`config.mk`:
```
export PLATFORM = sky130hd
export DESIGN_NAME = cpu_reg_file_sb_flat
export DESIGN_NICKNAME = d
export VERILOG_FILES = /design/src/rtl/cpu_pkg.sv /design/src/rtl/cpu_reg_file_sb_if.sv /design/src/rtl/cpu_scoreboard.sv /design/src/rtl/cpu_reg_file_sb.sv /design/src/flat_wrapper.sv
export SDC_FILE = /design/constraint.sdc
export NUM_CORES = 2
export LEC_CHECK = 0
export BUFFER_PORTS_ARGS = -buffer_cell sky130_fd_sc_hd__buf_2
export CAP_MARGIN = 20
export CORE_MARGIN = 2
export CORE_UTILIZATION = 60
export CTS_BUF_LIST = sky130_fd_sc_hd__clkbuf_4 sky130_fd_sc_hd__clkbuf_8
export CTS_CLUSTER_DIAMETER = 100
export DETAILED_ROUTE_END_ITERATION = 8
export PLACE_DENSITY = 0.77
export SLEW_MARGIN = 20
export SYNTH_ARGS = -nofsm -noshare
export SYNTH_HDL_FRONTEND = slang
export SYNTH_SLANG_ARGS = --single-unit
export TNS_END_PERCENT = 20
```
`constraint.sdc`:
```
create_clock -name clk -period 6.4 [get_ports clk]
set_clock_uncertainty 0.05 [all_clocks]
set_input_delay 0.96 -clock clk [delete_from_list [all_inputs] [get_ports clk]]
set_output_delay 0.96 -clock clk [all_outputs]
set_load 0.1 [all_outputs]
```
`src/rtl/cpu_pkg.sv`:
```
// Shared types and helpers for the CPU register file and its scoreboard.
// Register addresses are always 5 bits wide. RV32E builds use only 16 registers,
// so the upper half of the address space is treated as "null", like x0.
package cpu_pkg;

   typedef logic [4:0] reg_addr_t;

   localparam reg_addr_t REG_ZERO    = 5'd0;
   localparam int        REG_COUNT_I = 32;
   localparam int        REG_COUNT_E = 16;

   // True for x0 and for any address beyond the implemented register count.
   function automatic logic is_null_reg(input reg_addr_t addr, input int count);
      return (addr == REG_ZERO) || (int'(addr) >= count);
   endfunction

endpackage

```
`src/rtl/cpu_reg_file_sb_if.sv`:
```
// Decode/writeback bus of the register file with integrated scoreboard.
// The master modport is the pipeline side (decode + writeback).
// The slave modport is the register file.
// XLEN and READ_PORTS must match the parameters of the attached cpu_reg_file_sb.
interface cpu_reg_file_sb_if #(
   parameter int XLEN       = 32,
   parameter int READ_PORTS = 2
);
   import cpu_pkg::*;

   logic [READ_PORTS-1:0]      rd_en;
   logic [READ_PORTS*5-1:0]    rd_addr;
   logic [READ_PORTS*XLEN-1:0] rd_data;
   logic [READ_PORTS-1:0]      rd_busy;
   logic                       stall;
   logic                       rsv_en;
   reg_addr_t                  rsv_addr;
   logic                       rsv_conflict;
   logic                       wr_en;
   reg_addr_t                  wr_addr;
   logic [XLEN-1:0]            wr_data;

   modport master (
      output rd_en, rd_addr, rsv_en, rsv_addr, wr_en, wr_addr, wr_data,
      input  rd_data, rd_busy, stall, rsv_conflict
   );

   modport slave (
      input  rd_en, rd_addr, rsv_en, rsv_addr, wr_en, wr_addr, wr_data,
      output rd_data, rd_busy, stall, rsv_conflict
   );

endinterface

```
`src/rtl/cpu_scoreboard.sv`:
```
// Pending-write scoreboard: one busy bit per architectural register.
// Decode sets a bit on issue; writeback clears it.
// A reservation that hits an already-busy register is a WAW conflict and is dropped.
// Optional feature: CPU_REG_FILE_BYPASS_EN (a same-cycle write to the reserved
// register counts as having cleared its busy bit).
module cpu_scoreboard
   import cpu_pkg::*;
#(
   parameter int REG_COUNT = REG_COUNT_I
) (
   input  logic                 clk,
   input  logic                 rst_n,
   input  logic                 rsv_en,
   input  reg_addr_t            rsv_addr,
   input  logic                 wr_en,
   input  reg_addr_t            wr_addr,
   output logic [REG_COUNT-1:0] busy,
   output logic                 rsv_conflict
);

   localparam int AW = $clog2(REG_COUNT);

   logic [REG_COUNT-1:0] busy_reg;
   logic [REG_COUNT-1:0] rsv_hit;
   logic [REG_COUNT-1:0] wr_hit;
   logic                 rsv_valid;
   logic                 wr_valid;
   logic                 rsv_accept;

   // Qualify requests against null registers and detect WAW on pre-edge busy state
   always_comb begin
      rsv_valid = rsv_en && !is_null_reg(rsv_addr, REG_COUNT);
      wr_valid  = wr_en  && !is_null_reg(wr_addr,  REG_COUNT);
`ifdef CPU_REG_FILE_BYPASS_EN
      rsv_conflict = rsv_valid && busy_reg[rsv_addr[AW-1:0]]
                     && !(wr_valid && (wr_addr == rsv_addr));
`else
      rsv_conflict = rsv_valid && busy_reg[rsv_addr[AW-1:0]];
`endif
      rsv_accept = rsv_valid && !rsv_conflict;
   end

   // One-hot decode of the accepted reservation and the writeback target
   for (genvar gi = 0; gi < REG_COUNT; gi++) begin : g_decode
      assign rsv_hit[gi] = rsv_accept && (rsv_addr == reg_addr_t'(gi));
      assign wr_hit[gi]  = wr_valid   && (wr_addr  == reg_addr_t'(gi));
   end

   // Writeback clears busy; an accepted reservation sets it and wins on a tie
   always_ff @(posedge clk or negedge rst_n) begin
      if (!rst_n) begin
         busy_reg <= '0;
      end else begin
         busy_reg <= (busy_reg & ~wr_hit) | rsv_hit;
      end
   end

   assign busy = busy_reg;

endmodule

```
`src/rtl/cpu_reg_file_sb.sv`:
```
// General-purpose register file with configurable read ports and an integrated
// pending-write scoreboard, used by decode to stall on RAW and WAW hazards.
// Reads are combinational. Without forwarding, a write is visible the cycle after wr_en.
// Optional feature: CPU_REG_FILE_BYPASS_EN (forward writeback data to
// same-cycle reads of the written register).
module cpu_reg_file_sb
   import cpu_pkg::*;
#(
   parameter int XLEN       = 32,
   parameter int REG_COUNT  = REG_COUNT_I,
   parameter int READ_PORTS = 2
) (
   input logic              clk,
   input logic              rst_n,
   cpu_reg_file_sb_if.slave bus
);

   localparam int AW = $clog2(REG_COUNT);

   logic [XLEN-1:0]       regs_reg [REG_COUNT];
   logic [REG_COUNT-1:0]  busy;
   logic [READ_PORTS-1:0] rd_busy_w;
   logic                  rsv_conflict_w;
   logic                  wr_valid;

   assign wr_valid = bus.wr_en && !is_null_reg(bus.wr_addr, REG_COUNT);

   // Architectural register array; x0 is never written, so it stays zero
   always_ff @(posedge clk or negedge rst_n) begin
      if (!rst_n) begin
         for (int i = 0; i < REG_COUNT; i++) begin
            regs_reg[i] <= '0;
         end
      end else if (wr_valid) begin
         regs_reg[bus.wr_addr[AW-1:0]] <= bus.wr_data;
      end
   end

   cpu_scoreboard #(
      .REG_COUNT (REG_COUNT)
   ) u_scoreboard (
      .clk          (clk),
      .rst_n        (rst_n),
      .rsv_en       (bus.rsv_en),
      .rsv_addr     (bus.rsv_addr),
      .wr_en        (bus.wr_en),
      .wr_addr      (bus.wr_addr),
      .busy         (busy),
      .rsv_conflict (rsv_conflict_w)
   );

   // Per-port read mux: null registers read as zero and are never busy
   for (genvar gi = 0; gi < READ_PORTS; gi++) begin : g_read
      reg_addr_t       addr;
      logic            addr_null;
      logic [XLEN-1:0] data_arr;
      logic            busy_arr;

      assign addr      = bus.rd_addr[5*gi +: 5];
      assign addr_null = is_null_reg(addr, REG_COUNT);
      assign data_arr  = addr_null ? '0   : regs_reg[addr[AW-1:0]];
      assign busy_arr  = addr_null ? 1'b0 : busy[addr[AW-1:0]];

`ifdef CPU_REG_FILE_BYPASS_EN
      logic fwd;
      assign fwd = wr_valid && (bus.wr_addr == addr);
      assign bus.rd_data[XLEN*gi +: XLEN] = fwd ? bus.wr_data : data_arr;
      assign rd_busy_w[gi]                = busy_arr && !fwd;
`else
      assign bus.rd_data[XLEN*gi +: XLEN] = data_arr;
      assign rd_busy_w[gi]                = busy_arr;
`endif
   end

   assign bus.rd_busy      = rd_busy_w;
   assign bus.rsv_conflict = rsv_conflict_w;
   assign bus.stall        = (|(bus.rd_en & rd_busy_w)) | rsv_conflict_w;

endmodule

```
`src/flat_wrapper.sv`:
```
// flat-port wrapper written by rule: the top's interface ports become plain ports
module cpu_reg_file_sb_flat import cpu_pkg::*;
#(
   parameter int XLEN       = 32,
   parameter int REG_COUNT  = REG_COUNT_I,
   parameter int READ_PORTS = 2
)
  (clk, rst_n, bus_rd_en, bus_rd_addr, bus_rsv_en, bus_rsv_addr, bus_wr_en, bus_wr_addr, bus_wr_data, bus_rd_data, bus_rd_busy, bus_stall, bus_rsv_conflict);
  cpu_reg_file_sb_if #(.XLEN(XLEN), .READ_PORTS(READ_PORTS)) bus_i ();
  input logic clk;
  input logic rst_n;
  input wire logic [$bits(bus_i.rd_en)-1:0] bus_rd_en;
  input wire logic [$bits(bus_i.rd_addr)-1:0] bus_rd_addr;
  input wire logic [$bits(bus_i.rsv_en)-1:0] bus_rsv_en;
  input wire logic [$bits(bus_i.rsv_addr)-1:0] bus_rsv_addr;
  input wire logic [$bits(bus_i.wr_en)-1:0] bus_wr_en;
  input wire logic [$bits(bus_i.wr_addr)-1:0] bus_wr_addr;
  input wire logic [$bits(bus_i.wr_data)-1:0] bus_wr_data;
  output wire logic [$bits(bus_i.rd_data)-1:0] bus_rd_data;
  output wire logic [$bits(bus_i.rd_busy)-1:0] bus_rd_busy;
  output wire logic [$bits(bus_i.stall)-1:0] bus_stall;
  output wire logic [$bits(bus_i.rsv_conflict)-1:0] bus_rsv_conflict;
  assign bus_i.rd_en = bus_rd_en;
  assign bus_i.rd_addr = bus_rd_addr;
  assign bus_i.rsv_en = bus_rsv_en;
  assign bus_i.rsv_addr = bus_rsv_addr;
  assign bus_i.wr_en = bus_wr_en;
  assign bus_i.wr_addr = bus_wr_addr;
  assign bus_i.wr_data = bus_wr_data;
  assign bus_rd_data = bus_i.rd_data;
  assign bus_rd_busy = bus_i.rd_busy;
  assign bus_stall = bus_i.stall;
  assign bus_rsv_conflict = bus_i.rsv_conflict;
  cpu_reg_file_sb #(.XLEN(XLEN), .REG_COUNT(REG_COUNT), .READ_PORTS(READ_PORTS)) u_core (.clk(clk), .rst_n(rst_n), .bus(bus_i));
endmodule
```
; ---- Word level (Yosys, flattened, before mapping)
; Index checks and enable logic that the tools add are counted.
[op_classes]
order_cmp = 7
n_eq_ne = 62
muxes = 19
n_bitwise = 8
n_reduce_logical = 77
[op_table]
columns = operator, count
row1 = bitwise mux 1024 bit, 1
row2 = binary-select mux 32 bit (select 5 bit), 2
row3 = two-way mux 32 bit, 7
row4 = demux 32 bit (select 5 bit), 1
row5 = == test 5 bit (second input constant), 32
row6 = == test 5 x 4 -> 1 bit (second input constant), 16
row7 = logical AND 1 bit, 69
row8 = == test 5 x 3 -> 1 bit (second input constant), 8
row9 = AND 32 bit, 1
row10 = inverter 32 bit, 1
row11 = OR 32 bit, 1
row12 = == test 5 x 2 -> 1 bit (second input constant), 4
row13 = zero test 5 bit, 4
row14 = >= comparator 6 bit (second input constant), 3
row15 = < comparator 5 x 6 -> 1 bit (second input constant), 3
row16 = inverter 5 -> 6 bit, 3
row17 = binary-select mux 1 bit (select 5 bit), 3
row18 = == test 5 x 1 -> 1 bit (second input constant), 2
row19 = < comparator 6 x 1 -> 1 bit (second input constant), 1
row20 = two-way mux 1 bit, 5
row21 = zero test 1 bit, 3
row22 = AND 2 bit, 1
row23 = OR reduction 2 bit, 1
row24 = OR 1 bit, 1
[word_totals]
ff_bits = 1056
inputBits = 58
wordCells = 206

; ---- Depth between registers and ports, before layout
[depth]
depth_word = 8
mapped_depth = 10

; ---- Cells and area by module
; A second synthesis with hierarchy kept.
[unflattened]
cells_unflattened = 3474
area_unflattened_um2 = 56322.8
[modules_own_cells]
columns = module, instances, cells_per_inst, area_per_inst_um2, seq_area_each_um2
row1 = cpu_reg_file_sb, 1, 3304, 54548.6, 25624.6
row2 = cpu_scoreboard, 1, 170, 1774.2, 800.8

; ---- Worst setup path before layout
; No wires, ideal clock.
[synth_path]
path_type = input port to output port
start = in bus_rd_addr[2]
end = out bus_rd_data[11]
arrival_ns = 4.428
slack_ns = 0.962
cell_stages = 7
path_cell_list = buf_2 -> or3b_2 -> buf_2 -> buf_1 -> o22ai_1 -> a211oi_1 -> a221oi_1
[synth_via]
elab_chain_len = 5
elab_cells_between_ends = 6
[synth_rtl]
columns = element, line_no
row1 = start: declaration, flat_wrapper.sv:13  ; input wire logic [$bits(bus_i.rd_addr)-1:0] bus_rd_addr;
row2 = inverter 5 -> 6 bit (not written as such), cpu_reg_file_sb.sv:61  ; assign data_arr = addr_null ? '0 : regs_reg[addr[AW-1:0]];
row3 = binary-select mux 32 bit (select 5 bit), cpu_reg_file_sb.sv:61
row4 = two-way mux 32 bit (not written as such) (2 in series), cpu_reg_file_sb.sv:61
row5 = two-way mux 32 bit (*), cpu_reg_file_sb.sv:61
row6 = end: declaration, flat_wrapper.sv:19  ; output wire logic [$bits(bus_i.rd_data)-1:0] bus_rd_data;
; Every way passes the cells marked *; elsewhere a longest branch is shown, timed or not. The select of a mux whose other input is x is not followed.

; ---- Final worst setup path
[layout_path]
start = in bus_rd_addr[1]
end = out bus_rd_data[29]
; Same word-level chain as after synthesis.

==> results.yml <==
setup_path:
  crit_path_cell_trace: "buf_8, buf_4, mux4_2, mux4_2, inv_1, a221oi_1, buf_2"
  end_kind: "primary output"
  critPathMaxStageDelay_ns: 0.83
  top_fanout_value_on_the_critical_path: 69
  worst_ep_required_time_ns: 5.39
  crit_slowest_cell: "sky130_fd_sc_hd__buf_4"
  path_class: "primary input to primary output"
  worstPathArrival_ns: 4.21
  start_kind: "primary input"
  count_of_cells_along_the_worst_register_to_register_path: 3
  cp_common_cell: "sky130_fd_sc_hd__mux4_2"
routing:
  dr.pass1.iters: 5
  dr_wl_cell_um: 32.8
  detailroute.via_count: 36376
  drcViolationCount: 0
  drt-initial-drc-count: 4426
  drt-total-wl_um: 165000
  routed_via_density: 7.23
  ant_nets: 0
cts:
  clock_latency_ns: 0.87
  htreeDepth: 4
  tritoncts: "built"
  post-cts-setup-buffers: 0
  tritoncts.num_buffers: 175
  worst_setup_hold_path_clk_slew_ns: 0.06
  clock_tree.buffer_depth: 3
  cts_resizes: 0
  cts.hold.buffers_added: 0
  clock_sink_count: 1056
  cts-root-buf: "sky130_fd_sc_hd__clkbuf_8"
floorplan:
  y_dimension_of_the_die_um: 312
  core_area_mm2: 0.0936
  die_width_um: 312
  initial_core_util_pct: 60.8
  total_i_o_pin_count: 126
  die-area_mm2: 0.0973
  num_rows: 112
synthesis:
  dominantRegCellSynth: "sky130_fd_sc_hd__dfrtp_1"
  synth-seq-cells: 1056
  synth_nets: 3745
  synth_area_mm2: 0.0569
  synth_seq_area_share_pct: 46.5
  synth-warning-count: 0
  post_synth_inst_count: 3687
  syn-mean-instance-area_um2: 15.4
  synth-async-reset-ratio_pct: 100
  post_synthesis_cell_type_count: 45
  count_of_flip_flops_with_a_built_in_enable_after_synthesis: 0
flow_run:
  max_cap_violations: 0
sta:
  fmax_mhz: 192
  finalSetupViolCount: 0
  max_slew.worst_pin.slew_ns: 1.25
  max_transition_margin_pct: 16.6
  final-max-slew-violation-count: 0
  layout_worst_path_cycle_share_pct: 81.6
  period_needed_ns: 5.22
  fin_hold_ws_ns: 0.148
  rsz0062_at_grt: "false"
  setup_tns_ns: 0
  timing.final.hold_violations: 0
power:
  pwr_density_cell_mw_per_mm2: 327
  static_leakage_nw: 27.2
  irDropWorstVdd_mv: 0.214
  fin_total_pwr_mw: 20.3
place:
  place.detailed.instances: 4715
  routabilityCongestion: 0.897
  place.port_buffers: 125
  hpwl_um: 92800
global_routing:
  grt_pass1_vias: 38557
  overflow: 0
  grt_start_max_net_pins: 189
  antenna_found_initial: 7
  groute.usage.overall_pct: 34.4
  global_route_wire_length_before_repair_um: 248000
final_layout:
  syn2layout_area_growth_pct: 9.17
  number_of_flip_flops_in_the_largest_register: 1024
  fin_nets: 3697
  post_route_cells_drive_above_1_share_pct: 57.1
  layout.filler_cells: 6350
  layout.core_utilization_pct: 66.3
  stdcell_count: 5034
outcome:
  run_status: "finished clean"
hold_path:
  hold_path_class: "primary input to async pin"
## layout make-up
type / instances / area [µm²] / share of cell area, %
well taps: 1254 / 1570 / 2.53
inverters: 16 / 60.1 / 0.0967
clock inverters: 30 / 335 / 0.540
multi-input cells: 2182 / 28500 / 45.9
flip-flops and latches: 1056 / 26400 / 42.6
clock buffers: 285 / 3600 / 5.79
repair buffers: 208 / 1610 / 2.59
diodes: 3 / 7.51 / 0.0121
## per-stage QoR
stage | instance area, µm² | setup slack [ns]
after floorplan | 56900 | 0.962
after CTS | 62000 | 1.29
after global placement | 58000 | 1.33
final | 62100 | 1.18
after global routing | 62100 | 1.14
after detailed placement | 58100 | 1.28
## cells in the final DEF, fill, tap and decap left out, types with 58 or more instances in the layout
cell type                  netlist  final
sky130_fd_sc_hd__buf_2          86    115
sky130_fd_sc_hd__mux2_2        995    995
sky130_fd_sc_hd__buf_4          36     66
sky130_fd_sc_hd__mux2_4         58     58
sky130_fd_sc_hd__a21oi_1        59     59
sky130_fd_sc_hd__nand2_1       115    104
sky130_fd_sc_hd__dfrtp_1      1056   1056
sky130_fd_sc_hd__mux2i_1       134    134
sky130_fd_sc_hd__mux4_2        543    543
sky130_fd_sc_hd__clkbuf_8        0    233
## cells in the mapped netlist (4+ instances only)
cell type                  instances  area share (%)
sky130_fd_sc_hd__nand2b_1         10            0.11
sky130_fd_sc_hd__o31ai_1           7           0.092
sky130_fd_sc_hd__buf_6            28            0.55
sky130_fd_sc_hd__nand2_1         115            0.76
sky130_fd_sc_hd__a211o_1          26            0.40
sky130_fd_sc_hd__mux2_2          995              20
sky130_fd_sc_hd__nor3_1           35            0.31
sky130_fd_sc_hd__nand3_1           4           0.035
sky130_fd_sc_hd__a221oi_1         34            0.52
sky130_fd_sc_hd__a211oi_1          8            0.11
sky130_fd_sc_hd__mux2i_1         134             2.4
sky130_fd_sc_hd__clkbuf_1        214             1.4
sky130_fd_sc_hd__or3_1             6           0.066
sky130_fd_sc_hd__buf_4            36            0.48
sky130_fd_sc_hd__a21oi_1          59            0.52
sky130_fd_sc_hd__o221ai_1         29            0.45
sky130_fd_sc_hd__buf_2            86            0.76
sky130_fd_sc_hd__dfrtp_1        1056              46
sky130_fd_sc_hd__mux4_2          543              22
sky130_fd_sc_hd__buf_1            68            0.45
sky130_fd_sc_hd__o22ai_1          33            0.36
sky130_fd_sc_hd__nor2b_1           8           0.088
sky130_fd_sc_hd__o21ai_0          17            0.15
sky130_fd_sc_hd__a22o_1           12            0.18
sky130_fd_sc_hd__nor2_1           25            0.17
sky130_fd_sc_hd__mux2_4           58             1.5
sky130_fd_sc_hd__inv_1            16            0.11
## worst paths after layout
check,from,endpoint,slack (ns)
worst max-delay path,bus_rd_addr[1],bus_rd_data[29],1.18
worst min-delay path,rst_n,u_core.regs_reg[545]$_DFFE_PN0P_,0.15
worst max register to register,u_core.u_scoreboard.busy[20]$_DFF_PN0_,u_core.u_scoreboard.busy[20]$_DFF_PN0_,4.70
worst min register to register,u_core.regs_reg[1001]$_DFFE_PN0P_,u_core.regs_reg[1001]$_DFFE_PN0P_,0.35
max in group asynchronous,rst_n,u_core.regs_reg[273]$_DFFE_PN0P_,4.44
min in group clk,u_core.regs_reg[1001]$_DFFE_PN0P_,u_core.regs_reg[1001]$_DFFE_PN0P_,0.35
## logic make-up (layout without fill, tap and decap cells)
kind of cell    after synthesis  count (layout)  share of synthesized area (%)
buf+inv                     449             539                           3.78
compound gates              231             231                           2.87
other cells                   0               3                              0
flops                      1056            1056                           46.5
mux                        1730            1730                           45.1
simple gates                221             221                           1.78
## critical path: cells and delay by family
kind            cells  cell delay (ns)
buf+inv             4             1.89
compound gates      1             0.59
mux                 2             0.58
## power by group
group	total (mW)	switching [mW]	leakage (nW)	internal, mW
clock	6.61	2.88	2.09	3.73
sequential	8.97	1.00	13.5	7.96
combinational	4.73	2.21	11.6	2.53
## metal layers
| metal | GRT usage [%] | part of all wire, % |
|---|---|---|
| met5 | 0 | 0.028 |
| met4 | 16.2 | 4.8 |
| met3 | 9.50 | 11 |
| met2 | 52.3 | 47 |
| met1 | 46.5 | 38 |
Note: power is estimated with default switching activity, not from simulation.
